[config.mk]
export PLATFORM = sky130hd
export DESIGN_NAME = kronos_dbus_bridge
export DESIGN_NICKNAME = d
export VERILOG_FILES = /design/src/rtl/kronos_dbus_bridge.sv
export SDC_FILE = /design/constraint.sdc
export NUM_CORES = 1
export LEC_CHECK = 0
export ABC_AREA = 1
export BUFFER_PORTS_ARGS = -buffer_cell sky130_fd_sc_hd__buf_2
export CAP_MARGIN = 40
export CORE_UTILIZATION = 25
export DETAILED_ROUTE_END_ITERATION = 10
export PLACE_DENSITY = 0.48
export SLEW_MARGIN = 15
export SYNTH_ARGS = -nofsm -noshare
export SYNTH_HDL_FRONTEND = slang
export SYNTH_SLANG_ARGS = --single-unit
[constraint.sdc]
create_clock -name clk -period 2.65 [get_ports clk]
set_input_delay 0.795 -clock clk [delete_from_list [all_inputs] [get_ports clk]]
set_output_delay 0.795 -clock clk [all_outputs]
set_load 0.05 [all_outputs]
[src/rtl/kronos_dbus_bridge.sv]
// Kronos data-port to Wishbone-classic master bridge.
// Adds a bus timeout, error reporting, and local completion of zero-mask writes.
module kronos_dbus_bridge #(
  parameter int unsigned TIMEOUT_CYCLES = 16,
  parameter logic [31:0] ERR_RDATA      = 32'hDEAD_BEEF
) (
  input  logic        clk,
  input  logic        rstz,
  input  logic [31:0] data_addr,
  input  logic [31:0] data_wr_data,
  input  logic [3:0]  data_mask,
  input  logic        data_wr_en,
  input  logic        data_req,
  output logic        data_ack,
  output logic [31:0] data_rd_data,
  output logic [31:0] wb_adr_o,
  output logic [31:0] wb_dat_o,
  output logic [3:0]  wb_sel_o,
  output logic        wb_we_o,
  output logic        wb_cyc_o,
  output logic        wb_stb_o,
  input  logic [31:0] wb_dat_i,
  input  logic        wb_ack_i,
  input  logic        wb_err_i,
  output logic        err_vld,
  output logic [31:0] err_addr,
  output logic        err_timeout,
  output logic [7:0]  err_count
);

  // A disabled timeout still needs a 1-bit counter to keep the width legal.
  localparam int unsigned CW = (TIMEOUT_CYCLES > 0) ? $clog2(TIMEOUT_CYCLES + 1) : 1;
  localparam logic [CW-1:0] TMO_LAST = CW'((TIMEOUT_CYCLES > 0) ? TIMEOUT_CYCLES - 1 : 0);

  typedef enum logic [1:0] {IDLE, BUS, RESP} state_t;

  state_t        state, state_next;
  logic [CW-1:0] tmo_cnt;
  logic          start_bus, zero_write, done_ok, done_err, timed_out;

  always_ff @(posedge clk or negedge rstz) begin
    if (!rstz) state <= IDLE;
    else       state <= state_next;
  end

  always_comb begin
    state_next = state;
    start_bus  = 1'b0;
    zero_write = 1'b0;
    done_ok    = 1'b0;
    done_err   = 1'b0;
    timed_out  = 1'b0;
    case (state)
      IDLE: begin
        if (data_req) begin
          if (data_wr_en && data_mask == 4'b0000) begin
            zero_write = 1'b1;
            state_next = RESP;
          end else begin
            start_bus  = 1'b1;
            state_next = BUS;
          end
        end
      end
      BUS: begin
        // A slave error outranks an ack in the same cycle; an ack outranks expiry.
        if (wb_err_i) begin
          done_err   = 1'b1;
          state_next = RESP;
        end else if (wb_ack_i) begin
          done_ok    = 1'b1;
          state_next = RESP;
        end else if (TIMEOUT_CYCLES != 0 && tmo_cnt == TMO_LAST) begin
          done_err   = 1'b1;
          timed_out  = 1'b1;
          state_next = RESP;
        end
      end
      RESP:    state_next = IDLE;
      default: state_next = IDLE;
    endcase
  end

  assign data_ack = (state == RESP);
  assign wb_stb_o = wb_cyc_o;

  always_ff @(posedge clk or negedge rstz) begin
    if (!rstz) begin
      wb_adr_o     <= '0;
      wb_dat_o     <= '0;
      wb_sel_o     <= '0;
      wb_we_o      <= 1'b0;
      wb_cyc_o     <= 1'b0;
      tmo_cnt      <= '0;
      data_rd_data <= '0;
      err_vld      <= 1'b0;
      err_addr     <= '0;
      err_timeout  <= 1'b0;
      err_count    <= '0;
    end else begin
      err_vld <= done_err;
      if (start_bus) begin
        wb_adr_o <= {data_addr[31:2], 2'b00};
        wb_dat_o <= data_wr_data;
        wb_sel_o <= data_mask;
        wb_we_o  <= data_wr_en;
        wb_cyc_o <= 1'b1;
        tmo_cnt  <= '0;
      end else if (state == BUS) begin
        tmo_cnt <= tmo_cnt + CW'(1);
      end
      if (done_ok || done_err) wb_cyc_o <= 1'b0;
      if (zero_write) data_rd_data <= '0;
      if (done_ok)    data_rd_data <= wb_we_o ? 32'h0 : wb_dat_i;
      if (done_err) begin
        data_rd_data <= ERR_RDATA;
        err_addr     <= data_addr;
        err_timeout  <= timed_out;
        if (err_count != 8'hFF) err_count <= err_count + 8'd1;
      end
    end
  end

endmodule
==> impl_metrics.csv <==
group,metric,value,unit
floorplan,ioPinCount,252,
clock_tree,cts_setup_buffers,0,
critical_path,critPathCaptureType,"output port",
global_route,overflow,0,
clock_tree,hold_buffers,0,
floorplan,coreArea,25300,um^2
place,port_buffers,249,
sta,setup_viol_count_final,0,
cells_and_area,area_growth,34.8,%
routing,remaining_drc_errors,0,
clock_tree,postCtsResizedCells,0,
sta,slew_violations,0,
place,dp.cells,1315,
critical_path,cp.arrival,1320,ps
critical_path,worstSetupPathType,"reg2out",
routing,drt-total-wl,20800,um
global_route,antenna_found_initial,1,
yosys,synthFlopType,"dfrtp_1",
sta,skew,20.7,ps
cells_and_area,drive_gt1_frac,0.303,
cells_and_area,nets,1113,
pwr,pwr_density_cell,1320,nW/um^2
sta,max_freq,0.472,GHz
yosys,avgSynthCellArea,8.37,um^2
floorplan,num_rows,58,
yosys,synth-edff-count,0,
sta,worst_pin_slew,780,ps
yosys,synthTopCellsByArea,"dfrtp_1, nand2_1, nand4_1",
pwr,power_leakage,4.88,nW
global_route,grt_max_degree,68,
yosys,yosysSeqAreaShare,0.577,
pwr,ir_drop,0.576,mV
yosys,syn_area,6460,um^2
yosys,synth_commonest_cells,"nand2_1, dfrtp_1, nand4_1",
critical_path,crit_start,"state[1]$_DFFE_PN0P_",
sta,slew_headroom,0.480,
clock_tree,cts_tree,"built",
critical_path,crit_fanout,3,
clock_tree,path_clk_slew,70,ps
floorplan,die_h,163,um
sta,hold_violations,0,
clock_tree,clk_latency,430,ps
floorplan,die_area,26500,um^2
routing,wl_per_cell,15.4,um
sta,period_minus_slack,2120,ps
routing,firstDrtPassIters,4,
critical_path,rr_startpoint,"tmo_cnt[0]$_DFFE_PN0P_",
cells_and_area,fin_cells,1348,
place,hpwl,14000,um
yosys,async_flop_share,1.00,
clock_tree,cts_sinks,149,
yosys,synth_cell_types,22,
sta,rsz0062_at_grt,"false",
yosys,synth_cells,772,
routing,drt-initial-drc-count,369,
clock_tree,clk_root_buffer_cell,"clkbuf_16",
routing,ant_nets,0,
outcome,outcome,"finished clean",
floorplan,initial_core_util,0.256,
place,place_congestion,0.747,
routing,via_per_inst,4.37,
yosys,synth-seq-cells,149,
sta,fin_crit_sh,0.799,
yosys,synth.top_cell.area_share,0.577,
global_route,grt_util_all_layers,0.159,
yosys,synth.most_common_cell,"nand2_1",
floorplan,die_w,163,um
clock_tree,htree_levels,4,
critical_path,worstPathRequired,1860,ps
sta,fin_setup_tns,0,ps
critical_path,worstSetupStartpointType,"flop",
routing,num_vias,5889,
global_route,grt_pass1_vias,5606,
worst_hold_path,hp-class,"in2async",
yosys,yosys.area.top_type,"dfrtp_1",
clock_tree,cts.path.max_buffers,2,
global_route,grt_pass1_wl,32300,um
yosys,ys_warn_count,0,
flow_run,cap_violations,0,
clock_tree,numCtsBuffers,17,
## stage by stage
step	power [W]	utilization	instance area [um^2]	hold WS (ps)	setup slack (ps)
5_1_grt	0.0121	0.345	8700	310	310
2_1_floorplan	0.00750	-	6460	499	744
3_3_place_gp	0.00893	0.320	8080	449	521
3_5_place_dp	0.00896	0.320	8080	453	501
6_report	0.0115	0.345	8710	304	531
4_1_cts	0.0116	0.345	8700	292	513
## critical path, cell delays in order, from the launching register on
cell	delay, ps
dfrtp_1	460
inv_2	80
nor2_1	80
buf_2	280
## state kept, by name (all words and copies together) (netlist names)
register      cells
err_vld           1
wb_dat_o         32
wb_sel_o          4
err_timeout       1
state             2
wb_adr_o         30
data_rd_data     32
err_count         8
err_addr         32
wb_we_o           1
wb_cyc_o          1
tmo_cnt           5
## area by class of cell
class / instances / area (um^2)
Tap cell: 330 / 413
Timing Repair Buffer: 264 / 1440
Fill cell: 2726 / 16500
Clock buffer: 17 / 425
Sequential cell: 149 / 3730
Clock inverter: 15 / 199
Antenna cell: 1 / 2.50
Multi-Input combinational cell: 525 / 2320
Inverter: 47 / 176
## kinds of logic (layout without fill, tap and decap cells)
group	count (synthesis)	after routing	share of synthesized area
compound gates	32	32	0.0252
xor+xnor	3	3	0.00407
fa+ha+maj	3	3	0.00581
buf+inv	99	343	0.0682
flops	149	149	0.577
other cells	1	3	0.000581
simple gates	485	485	0.319
## cells in the final DEF, fill, tap and decap left out, types with 2 or more instances in the layout
cell       count
inv_2          3
o21ai_1       20
clkbuf_16     17
buf_12         6
conb_1         2
nand4_1       67
inv_6          7
ha_1           3
nor2_1        14
nor2_2         2
bufinv_16      2
inv_1         44
nand3_1       38
nand2_2        2
nor2_4         2
buf_2        248
clkinv_8       2
nand2_1      357
buf_4          9
xnor2_1        2
inv_8          4
o21ai_0       10
dfrtp_1      149
## power breakdown
part           switching [W]  internal [W]
Sequential          0.000460       0.00308
Clock                0.00115       0.00145
Combinational        0.00420       0.00111
Total                0.00581       0.00564
## per-layer routing
layer	wire, um	part of all wire	track usage
met1	9620	0.46	0.219
met2	9530	0.46	0.241
met3	1260	0.060	0.0415
met4	399	0.019	0.0510
met5	0	0	0
## final timing paths
kind	slack (ps)	cells after the start	end
max in group asynchronous	1700	2	tmo_cnt[1]$_DFFE_PN0P_
hold / removal	300	1	wb_adr_o[15]$_DFFE_PN0P_
min in group clk	460	2	wb_dat_o[27]$_DFFE_PN0P_
hold reg to reg	460	2	wb_dat_o[27]$_DFFE_PN0P_
setup reg to reg	590	11	err_count[1]$_DFFE_PN0P_
setup / recovery	530	3	data_ack
Power figures use the tool's default switching activity.
